$ cat config.mk
export PLATFORM = sky130hd
export DESIGN_NAME = cfg_lut_ble_flat
export DESIGN_NICKNAME = d
export VERILOG_FILES = /design/src/rtl/ble_pkg.sv /design/src/rtl/cfg_lut_ble_if.sv /design/src/rtl/ble_cfg_chain.sv /design/src/rtl/cfg_lut_ble.sv /design/src/flat_wrapper.sv
export SDC_FILE = /design/constraint.sdc
export NUM_CORES = 1
export LEC_CHECK = 0
export ABC_AREA = 1
export BUFFER_PORTS_ARGS = -buffer_cell sky130_fd_sc_hd__buf_2
export CORE_UTILIZATION = 40
export CTS_CLUSTER_DIAMETER = 150
export DETAILED_ROUTE_END_ITERATION = 8
export PLACE_DENSITY = 0.59
export SYNTH_ARGS = -nofsm -noshare
export SYNTH_HDL_FRONTEND = slang
export SYNTH_HIERARCHICAL = 1
export SYNTH_SLANG_ARGS = --single-unit
$ cat constraint.sdc
create_clock -name clk -period 1.6 [get_ports clk]
set_input_delay 0.16 -clock clk [delete_from_list [all_inputs] [get_ports clk]]
set_output_delay 0.16 -clock clk [all_outputs]
set_load 0.05 [all_outputs]
$ cat src/rtl/ble_pkg.sv
// ble_pkg -- shared types and helpers for the configurable LUT basic logic element.
//
// Contents:
//   out_mode_e   : output select of the element (COMB = raw LUT, REG = flip-flop)
//   cfg_width()  : configuration chain length for a K-input element (2**K + 2)
//   mode_ofs()   : bit position of the mode bit inside the config register
//   init_ofs()   : bit position of the FF init bit inside the config register
//   TT_LSB       : bit position of tt[0]; the truth table fills cfg_reg[2**K-1:0]
//   MODE_OFS/INIT_OFS : the same offsets for the default K=4 element (CFG_W = 18)
package ble_pkg;

    typedef enum logic {
        COMB = 1'b0,
        REG  = 1'b1
    } out_mode_e;

    function automatic int cfg_width(input int k);
        return (1 << k) + 2;
    endfunction

    function automatic int mode_ofs(input int k);
        return cfg_width(k) - 1;
    endfunction

    function automatic int init_ofs(input int k);
        return cfg_width(k) - 2;
    endfunction

    localparam int K_DEF     = 4;
    localparam int CFG_W_DEF = cfg_width(K_DEF);
    localparam int MODE_OFS  = CFG_W_DEF - 1;
    localparam int INIT_OFS  = CFG_W_DEF - 2;
    localparam int TT_LSB    = 0;

endpackage

$ cat src/rtl/cfg_lut_ble_if.sv
// cfg_lut_ble_if -- configuration and logic signals of one LUT basic logic element.
//
// Signals:
//   cfg_en    : shift one config bit per cycle while high
//   cfg_in    : serial config data in
//   cfg_clr   : synchronous clear of config register and bit counter
//   cfg_out   : serial config data out (chains to the next element)
//   cfg_valid : full configuration loaded and not shifting
//   in        : K-bit LUT address
//   ce        : flip-flop clock enable
//   sr        : synchronous set/reset of the flip-flop to its init bit
//   lut_o     : raw combinational LUT value
//   X         : element output
// Modports: master drives the element (fabric / bench), slave is the element.
interface cfg_lut_ble_if #(
    parameter int K = 4
);
    logic         cfg_en;
    logic         cfg_in;
    logic         cfg_clr;
    logic         cfg_out;
    logic         cfg_valid;
    logic [K-1:0] in;
    logic         ce;
    logic         sr;
    logic         lut_o;
    logic         X;

    modport master (
        output cfg_en, cfg_in, cfg_clr, in, ce, sr,
        input  cfg_out, cfg_valid, lut_o, X
    );

    modport slave (
        input  cfg_en, cfg_in, cfg_clr, in, ce, sr,
        output cfg_out, cfg_valid, lut_o, X
    );
endinterface

$ cat src/rtl/ble_cfg_chain.sv
// ble_cfg_chain -- serial configuration chain of one basic logic element.
//
// Shifts cfg_in into the LSB of the config register while cfg_en is high,
// counts the loaded bits (saturating at CFG_W) and reports when a complete
// configuration is present and the chain is idle.
//
// Ports:
//   clk, rst_n : clock, asynchronous active-low reset
//   cfg_en     : shift enable
//   cfg_in     : serial data in
//   cfg_clr    : synchronous clear (wins over cfg_en)
//   cfg_reg    : parallel view of the config register
//   cfg_out    : MSB of the config register (to the next element)
//   cfg_valid  : count == CFG_W and not shifting
module ble_cfg_chain
    import ble_pkg::*;
#(
    parameter int K = 4
) (
    input  logic                    clk,
    input  logic                    rst_n,
    input  logic                    cfg_en,
    input  logic                    cfg_in,
    input  logic                    cfg_clr,
    output logic [cfg_width(K)-1:0] cfg_reg,
    output logic                    cfg_out,
    output logic                    cfg_valid
);
    localparam int CFG_W = cfg_width(K);
    localparam int CNT_W = $clog2(CFG_W + 1);
    localparam logic [CNT_W-1:0] CNT_FULL = CNT_W'(CFG_W);

    logic [CFG_W-1:0] cfg_reg_p1;
    logic [CNT_W-1:0] count_p1;

    // Stage p1: config shift register and loaded-bit counter
    always_ff @(posedge clk or negedge rst_n) begin
        if (!rst_n) begin
            cfg_reg_p1 <= '0;
            count_p1   <= '0;
        end else if (cfg_clr) begin
            cfg_reg_p1 <= '0;
            count_p1   <= '0;
        end else if (cfg_en) begin
            cfg_reg_p1 <= {cfg_reg_p1[CFG_W-2:0], cfg_in};
            // Overshifting keeps moving data downstream but the count sticks,
            // so a chain of elements still reports valid once fully loaded.
            if (count_p1 != CNT_FULL) begin
                count_p1 <= count_p1 + 1'b1;
            end
        end
    end

    assign cfg_reg   = cfg_reg_p1;
    assign cfg_out   = cfg_reg_p1[CFG_W-1];
    // Valid drops in any shifting cycle: the contents are in motion.
    assign cfg_valid = (count_p1 == CNT_FULL) && !cfg_en;

endmodule

$ cat src/rtl/cfg_lut_ble.sv
// cfg_lut_ble -- K-input basic logic element: serially configured LUT plus an
// optional output flip-flop with clock enable and synchronous set/reset.
//
// Config register layout (shifted in MSB first: mode, init, tt[2**K-1] .. tt[0]):
//   cfg_reg[CFG_W-1]    mode (1 = registered output)
//   cfg_reg[CFG_W-2]    init value loaded into the FF by sr
//   cfg_reg[2**K-1:0]   truth table, tt[i] is the output for in == i
//
// Ports:
//   clk   : clock
//   rst_n : asynchronous active-low reset (config, counter and FF cleared)
//   bus   : cfg_lut_ble_if slave modport (config chain, LUT inputs, ce, sr,
//           lut_o, X)
// K is legal in 2..6; the interface instance must use the same K.
module cfg_lut_ble
    import ble_pkg::*;
#(
    parameter int K = 4
) (
    input  logic         clk,
    input  logic         rst_n,
    cfg_lut_ble_if.slave bus
);
    localparam int CFG_W    = cfg_width(K);
    localparam int NTT      = 1 << K;
    localparam int MODE_BIT = mode_ofs(K);
    localparam int INIT_BIT = init_ofs(K);

    logic [CFG_W-1:0] cfg_reg;
    logic             cfg_valid;
    logic             cfg_out;
    logic [NTT-1:0]   tt;
    logic             init_bit;
    out_mode_e        mode;
    logic             lut_p0;
    logic             q_p1;

    ble_cfg_chain #(
        .K (K)
    ) u_chain (
        .clk       (clk),
        .rst_n     (rst_n),
        .cfg_en    (bus.cfg_en),
        .cfg_in    (bus.cfg_in),
        .cfg_clr   (bus.cfg_clr),
        .cfg_reg   (cfg_reg),
        .cfg_out   (cfg_out),
        .cfg_valid (cfg_valid)
    );

    assign tt       = cfg_reg[TT_LSB +: NTT];
    assign init_bit = cfg_reg[INIT_BIT];
    assign mode     = out_mode_e'(cfg_reg[MODE_BIT]);

    // Stage p0: LUT lookup, fully decoded from the address inputs
    assign lut_p0 = tt[bus.in];

    // Stage p1: output flip-flop, frozen until a complete configuration exists
    always_ff @(posedge clk or negedge rst_n) begin
        if (!rst_n) begin
            q_p1 <= 1'b0;
        end else if (cfg_valid) begin
            if (bus.sr) begin
                q_p1 <= init_bit;
            end else if (bus.ce) begin
                q_p1 <= lut_p0;
            end
        end
    end

    assign bus.cfg_out   = cfg_out;
    assign bus.cfg_valid = cfg_valid;
    assign bus.lut_o     = lut_p0;
    assign bus.X         = cfg_valid && ((mode == REG) ? q_p1 : lut_p0);

endmodule

$ cat src/flat_wrapper.sv
// flat-port wrapper written by rule: the top's interface ports become plain ports
module cfg_lut_ble_flat import ble_pkg::*;
#(
    parameter int K = 4
)
  (clk, rst_n, bus_cfg_en, bus_cfg_in, bus_cfg_clr, bus_in, bus_ce, bus_sr, bus_cfg_out, bus_cfg_valid, bus_lut_o, bus_X);
  cfg_lut_ble_if #(.K(K)) bus_i ();
  input  logic clk;
  input  logic rst_n;
  input wire logic [$bits(bus_i.cfg_en)-1:0] bus_cfg_en;
  input wire logic [$bits(bus_i.cfg_in)-1:0] bus_cfg_in;
  input wire logic [$bits(bus_i.cfg_clr)-1:0] bus_cfg_clr;
  input wire logic [$bits(bus_i.in)-1:0] bus_in;
  input wire logic [$bits(bus_i.ce)-1:0] bus_ce;
  input wire logic [$bits(bus_i.sr)-1:0] bus_sr;
  output wire logic [$bits(bus_i.cfg_out)-1:0] bus_cfg_out;
  output wire logic [$bits(bus_i.cfg_valid)-1:0] bus_cfg_valid;
  output wire logic [$bits(bus_i.lut_o)-1:0] bus_lut_o;
  output wire logic [$bits(bus_i.X)-1:0] bus_X;
  assign bus_i.cfg_en = bus_cfg_en;
  assign bus_i.cfg_in = bus_cfg_in;
  assign bus_i.cfg_clr = bus_cfg_clr;
  assign bus_i.in = bus_in;
  assign bus_i.ce = bus_ce;
  assign bus_i.sr = bus_sr;
  assign bus_cfg_out = bus_i.cfg_out;
  assign bus_cfg_valid = bus_i.cfg_valid;
  assign bus_lut_o = bus_i.lut_o;
  assign bus_X = bus_i.X;
  cfg_lut_ble #(.K(K)) u_core (.clk(clk), .rst_n(rst_n), .bus(bus_i));
endmodule
* Yosys cells after proc, flatten, opt, wreduce, memory -nomap -nowiden *
Index checks and enable logic that the tools add are counted.

word-level totals
  register bits after elaboration = 24
  input port bits = 11
  output and inout bits = 4
  word-level logic and storage cells = 25

cells by class
  $add $sub $neg = 1
  magnitude comparators = 1
  equality and inequality tests = 2
  multiplexer cells = 10
  reduce and logical (&&, ||, !) cells = 8

operator list
  kind                                                count
  2-to-1 mux 18 bit                                   2
  2-to-1 mux 5 bit                                    3
  nonzero test 2 bit                                  3
  adder 5 x 1 -> 5 bit, second input constant         1
  == test 5 bit, second input constant                1
  < comparator 4 x 5 -> 1 bit, second input constant  1
  inequality test 5 bit, second input constant        1
  binary-select mux 1 bit (select 4 bit)              1
  2-to-1 mux 1 bit                                    4
  AND reduction 2 bit                                 2
  logical AND 1 bit                                   2
  zero test 1 bit                                     1

* Longest topological paths before layout *
Gate-level depths: netlist (run 1).

  depth in word-level cells = 4
  depth in mapped cells = 10
  gate-level depth less buffers = 9

* Modules after synthesis *
Netlist (run 1), hierarchy kept.

modules (own cells, without submodules)
  module         instances  cells each  area an instance (um2)
  ble_cfg_chain  1          104         1039.7
  cfg_lut_ble    1          62          314.1

* Least setup slack after synthesis (run 1) *
No wires, ideal clock.

  path kind = reg-to-output
  start = reg u_core.u_chain.count_p1[0]
  end = out bus_X
  arrival time = 2.848 ns
  setup slack = -1.408 ns
  cell stages (with the launch flop) = 8
  path buffers = 0
  cells stage by stage = dfrtp_1 inv_1 ha_1 nand2_1 nor4_1 a21boi_0 nand2_1 inv_1

on the way
  longest elaborated chain between the ends = 3

ends and longest elaborated chain
  element                 RTL line             text
  start, declared         ble_cfg_chain.sv:34  logic [CNT_W-1:0] count_p1;
  start signal, assigned  ble_cfg_chain.sv:49  count_p1 <= count_p1 + 1'b1;
  == test 5 bit           ble_cfg_chain.sv:57  assign cfg_valid = (count_p1 == CNT_FULL) && !cfg_en;
  logical AND 1 bit       ble_cfg_chain.sv:57
  via bus_cfg_valid       flat_wrapper.sv:17   output wire logic [$bits(bus_i.cfg_valid)-1:0] bus_cfg_valid;
  logical AND 1 bit       cfg_lut_ble.sv:74    assign bus.X = cfg_valid && ((mode == REG) ? q_p1 : lut_p0);
  end, declared           flat_wrapper.sv:19   output wire logic [$bits(bus_i.X)-1:0] bus_X;

The timed path passes the listed nets, and every way through them passes these cells.

* Worst setup path after layout (run 1) *
  start = reg u_core.u_chain.count_p1[0]
  end = out bus_X

on the way
  longest elaborated chain between the ends = 3

ends and longest elaborated chain
  element            RTL line
  == test 5 bit      ble_cfg_chain.sv:57
  logical AND 1 bit  ble_cfg_chain.sv:57
  logical AND 1 bit  cfg_lut_ble.sv:74

Every way passes these cells.

==> flow_metrics.tcl, run 1 <==
set metrics [dict create \
    power_density_nw_per_um2 731 \
    syn-cell-area_um2 1350 \
    async_flop_share_pct 100 \
    fin_skew_ps 5.76 \
    ir_drop_v 0.000263 \
    end_kind "output port" \
    yosys_warnings 6 \
    synth.most_common_cell "nand2_1" \
    num-nets-final 200 \
    diodes 0 \
    final.min_clock_period_ps 1760 \
    maxCapViolations 0 \
    largest_register_ffs 18 \
    grt_pass1_vias 1009 \
    synth.area.top_cells "dfrtp_1 (44%), nand2_1 (11%), inv_1 (8.6%)" \
    grt_setup_unrepaired "yes" \
    final_hold_viol_count 0 \
    io_buffers 14 \
    clkSlewWorstSetupHoldPaths_ps 130 \
    violations "setup timing" \
    clockBufferDepth 2 \
    power_mw 1.15 \
    io_pins 15 \
    antenna_found_initial 0 \
    initial_core_util_pct 43.3 \
    yosys.area.top_type "dfrtp_1" \
    setup_slack_ps -162 \
    synth_top_cell_area_share_pct 44.4 \
    first_pass_iters 6 \
    max_freq_mhz 567 \
    drc 0 \
    ant_nets 0 \
    r2r_cells 9 \
    period_share_pct 110 \
    die_w_um 60.2 \
    cts_buffers 3 \
    cp.arrival_ps 1600 \
    wirelength_um 2580 \
    hold_path.class "input pin to register" \
    grt.overflow.total 0 \
    design_area_um2 1570 \
    grt_max_degree 25 \
    tritoncts "yes" \
    drtIter0Drc 50 \
    vias_per_cell 4.74 \
    clkLatencyLatePin_ps 310 \
    cts.htree.levels 1 \
    cts-root-buf "clkbuf_4" \
    place_congestion 0.808 \
    leakagePower_nw 0.785 \
    crit_type "register to output port" \
    synthToLayoutAreaGrowth_pct 15.8 \
    crit_required_ps 1440 \
    worstPathMaxFanout 2 \
    die_h_um 60.2 \
    hpwl_um 1820 \
    min_path_cells 3 \
    utilization_pct 50.1 \
    ys_seq_area_share_pct 44.4 \
    grtUsageTotal_pct 16.2 \
    setup_viol 2 \
    syn_area_per_cell_um2 8.16 \
    row_count 20 \
    tightest_slew_ps 540 \
    final-max-slew-violation-count 0 \
    drive_above_1_share_pct 26.3 \
    cp-start-kind "register" \
    dpl_cell_area_um2 1460 \
    floorplan.core_area_um2 3130 \
    synth_flop_cell "dfrtp_1" \
    grt_first_pass_wirelength_um 4320 \
    slew_headroom_pct 64.0 \
    vias 1091 \
    synth_edf_count 0 \
    dieArea_um2 3620 \
    ys_types 24 \
    syn-num-nets 179 \
    cts_sinks 24 \
    wl_per_cell_um 11.2 \
    yosys-top-cells-count "nand2_1 (39), inv_1 (31), dfrtp_1 (24)" \
    synth_cells 166 \
    synth_seq_cells 24 \
    outcome "finished with violations" \
]
## worst paths after layout
check,from,to,slack [ps]
max in group asynchronous,rst_n,u_core/u_chain/cfg_reg[15]$_DFFE_PN0P_,900
max,u_core/u_chain/count_p1[0]$_DFFE_PN0P_,bus_X,-160
min in group asynchronous,rst_n,u_core/u_chain/cfg_reg[7]$_DFFE_PN0P_,340
min,bus_cfg_in,u_core/u_chain/cfg_reg[0]$_DFFE_PN0P_,80
min reg2reg,u_core/q_p1$_DFFE_PN0P_,u_core/q_p1$_DFFE_PN0P_,500
max reg2reg,u_core/u_chain/count_p1[0]$_DFFE_PN0P_,u_core/q_p1$_DFFE_PN0P_,280
## power breakdown
group          switching (mW)  leakage [nW]  internal [mW]
registers              0.0114         0.331          0.621
logic                   0.113         0.433         0.0777
clock network           0.184        0.0210          0.139
## stage by stage
step,TNS (ps),cells,worst slack [ps],hold slack (ps)
6_report,-172,230,-162,76.0
2_1_floorplan,-539,166,-422,-136
5_1_grt,-404,230,-307,83.7
3_5_place_dp,0,222,65.4,178
3_3_place_gp,0,222,71.6,165
4_1_cts,-204,228,-178,67.3
## area by class of cell
cell class | count | area, um2
fillers | 314 | 1560
well taps | 44 | 55.1
multi-input cells | 98 | 567
clock buffers | 4 | 36.3
flip-flops and latches | 24 | 601
repair buffers | 23 | 163
inverters | 37 | 146
## layout by cell type, fill, tap and decap left out, drive strengths merged
master       instances
nand2               45
nor2                 4
a21boi               1
clkbuf               4
nand4                2
or2                  1
nand3b               1
xor2                 1
inv                 37
nor4                 1
o22ai               14
buf                 22
ha                   2
dfrtp               24
dlygate4sd3          1
nand3               16
o21ai               10
## critical path, stage by stage (launching register included)
cell and delay, ps:
dfrtp_1 410, inv_2 80, ha_4 140, nand2_4 50
nor4_4 150, a21boi_2 190, nand2_1 50, inv_1 60
buf_6 150
## metal layers
layer / share of wire [%] / track usage, % / vias up
met2: 46 / 26.2 / 24
met5: 0 / 0 / -
met4: 0.85 / 7.97 / 0
li1: - / - / 563
met1: 49 / 20.7 / 500
met3: 3.7 / 2.60 / 4
## cells by family (layout without fill, tap and decap cells)
| kind of cell | count (synthesis) | count (layout) | synth area share [%] |
|---|---|---|---|
| AO/OA/AOI/OAI | 25 | 25 | 10.7 |
| XOR/XNOR | 1 | 1 | 0.647 |
| adder cells (fa/ha/maj) | 2 | 2 | 1.85 |
| buffers and inverters | 44 | 64 | 16.6 |
| flip-flops | 24 | 24 | 44.4 |
| AND/OR/NAND/NOR | 70 | 70 | 25.8 |
## what timing repair did
action                     CTS  global route
resized for setup           11             3
buffers inserted             1             2
setup endpoints to repair    2             3
hold buffers                 1             0
hold endpoints to repair    24             0
Power figures use the tool's default switching activity.
==> inputs of run 2 (changes only) <==
==> constraint.sdc (replaced) <==
create_clock -name clk -period 1.7 [get_ports clk]
set_input_delay 0.17 -clock clk [delete_from_list [all_inputs] [get_ports clk]]
set_output_delay 0.17 -clock clk [all_outputs]
set_load 0.05 [all_outputs]
==> run 2 against run 1 <==
The run still ends with setup timing left. Clock power down 25%. Utilization down 1.8 points. Total power down 13%. Flip-flop and latch count unchanged. Setup slack better by 37 ps. Sequential share of layout area up 1.5 points. Clock skew up 2.0 ps. First-iteration DRC count up 8.0%. Final cell count down 2.6%. Wire length down 0.54%. Combinational power down 19%. Critical path type unchanged. Largest cell class unchanged.
==> flow_metrics.tcl, run 2 (synthesis results as in run 1) <==
set metrics [dict create \
    outcome "finished with violations" \
    violations "setup timing" \
    io_pins 15 \
    ant_nets 0 \
    cp_cell_sequence "inv_2 > ha_4 > nand2_4 > nor4_4 > a21boi_2 > nand2_1 > inv_1 > buf_6" \
    slew_headroom_pct 64.4 \
    clockBufferDepth 2 \
    maxCapViolations 0 \
    die_w_um 60.2 \
    r2r_slack_ps 410 \
    cts_sinks 24 \
    holdPathEnd "u_core/u_chain/cfg_reg[0]$_DFFE_PN0P_" \
    dieArea_um2 3620 \
    wl_per_cell_um 11.4 \
    power_density_nw_per_um2 658 \
    layout_common_cells "nand2_1 (38), inv_1 (30), dfrtp_1 (24), o22ai_1 (14)" \
    clkSlewWorstSetupHoldPaths_ps 130 \
    grt_pass1_vias 1025 \
    dp_slack_ps 107 \
    first_pass_iters 4 \
    final-max-slew-violation-count 0 \
    end_kind "output port" \
    setup_slack_ps -125 \
    crit_required_ps 1530 \
    synthToLayoutAreaGrowth_pct 11.6 \
    period_share_pct 107 \
    io_buffers 14 \
    clkLatencyLatePin_ps 300 \
    cpMaxStageDelayCell "dfrtp_1" \
    initial_core_util_pct 43.3 \
    cp.arrival_ps 1660 \
    crit_type "register to output port" \
    power_uw 993 \
    leakagePower_nw 0.752 \
    antenna_found_initial 0 \
    cts_buffers 3 \
    grtUsageTotal_pct 16.1 \
    worstPathMaxFanout 3 \
    vias_per_cell 4.88 \
    final_common_cell "nand2_1" \
    design_area_um2 1510 \
    final.min_clock_period_ps 1830 \
    hp-start "bus_cfg_in" \
    holdWs_ps 102 \
    cp-start-kind "register" \
    drc 0 \
    grt_first_pass_wirelength_um 4310 \
    floorplan.core_area_um2 3130 \
    vias 1094 \
    critPathMaxStageDelay_ps 410 \
    path_buf_inv 3 \
    dpl_cell_area_um2 1430 \
    setup_viol 1 \
    diodes 0 \
    min_path_cells 3 \
    grt_max_degree 25 \
    ir_drop_v 0.000278 \
    final_hold_viol_count 0 \
    fin_skew_ps 7.78 \
    wirelength_um 2560 \
    tightest_slew_ps 534 \
    drive_above_1_share_pct 23.9 \
    grt_setup_unrepaired "yes" \
    die_h_um 60.2 \
    r2r_cells 8 \
    hold_path.class "input pin to register" \
    cp_top_family "flip-flops" \
    largest_register_ffs 18 \
    reg2reg_to "u_core/q_p1$_DFFE_PN0P_" \
    cts-root-buf "clkbuf_4" \
    grt.overflow.total 0 \
    place_congestion 0.790 \
    hpwl_um 1850 \
    row_count 20 \
    r2r-start "u_core/u_chain/count_p1[0]$_DFFE_PN0P_" \
    cts.htree.levels 1 \
    num-nets-final 195 \
    max_freq_mhz 548 \
    tritoncts "yes" \
    drtIter0Drc 54 \
]
-- run 2: what timing repair did --
item                                    in CTS  in global routing
hold endpoints to repair                    24                  0
hold buffers                                 1                  0
endpoints found under the setup margin       2                  2
buffers inserted                             0                  1
resized for setup                            4                  8
-- run 2: worst min-delay path: stages --
cell and delay, ps:
buf_2 70, nand3_1 60, o21ai_0 70
-- run 2: worst max path at each step --
| stage | from | to | cells past startpoint |
|---|---|---|---|
| detailed placement | u_core/u_chain/count_p1[0]$_DFFE_PN0P_ | bus_X | 8 |
| floorplan | u_core/u_chain/count_p1[0]$_DFFE_PN0P_ | bus_X | 7 |
| CTS | u_core/u_chain/count_p1[0]$_DFFE_PN0P_ | bus_X | 8 |
| finish | u_core/u_chain/count_p1[0]$_DFFE_PN0P_ | bus_X | 8 |
| global route | u_core/u_chain/count_p1[0]$_DFFE_PN0P_ | bus_X | 8 |
| global placement | u_core/u_chain/count_p1[0]$_DFFE_PN0P_ | bus_X | 8 |
-- run 2: per-stage QoR --
step	cells	TNS, ps	util (%)
final	224	-125	48.3
after global routing	224	-260	48.3
after CTS	223	-166	47.2
after detailed placement	219	0	45.8
after global placement	219	0	45.8
after floorplan	166	-349	-
-- run 2: power breakdown --
part / switching, mW / leakage, nW / internal, mW / total (mW)
Combinational: 0.0987 / 0.406 / 0.0554 / 0.154
Sequential: 0.0143 / 0.331 / 0.584 / 0.598
Clock: 0.158 / 0.0138 / 0.0826 / 0.241
Total: 0.271 / 0.752 / 0.722 / 0.993
-- run 2: metal layers --
| metal | track usage, % | vias up | wire, um |
|---|---|---|---|
| met5 | 0 | - | 0 |
| met4 | 7.31 | 0 | 39 |
| met3 | 2.60 | 4 | 96 |
| met2 | 26.2 | 23 | 1220 |
| met1 | 20.7 | 511 | 1210 |
| li1 | - | 556 | - |
-- run 2: area by class of cell --
class,instances,area [um2]
repair buffers,18,119
multi-input cells,98,567
clock buffers,3,22.5
flip-flops and latches,24,601
well taps,44,55.1
inverters,37,146
fillers,315,1620
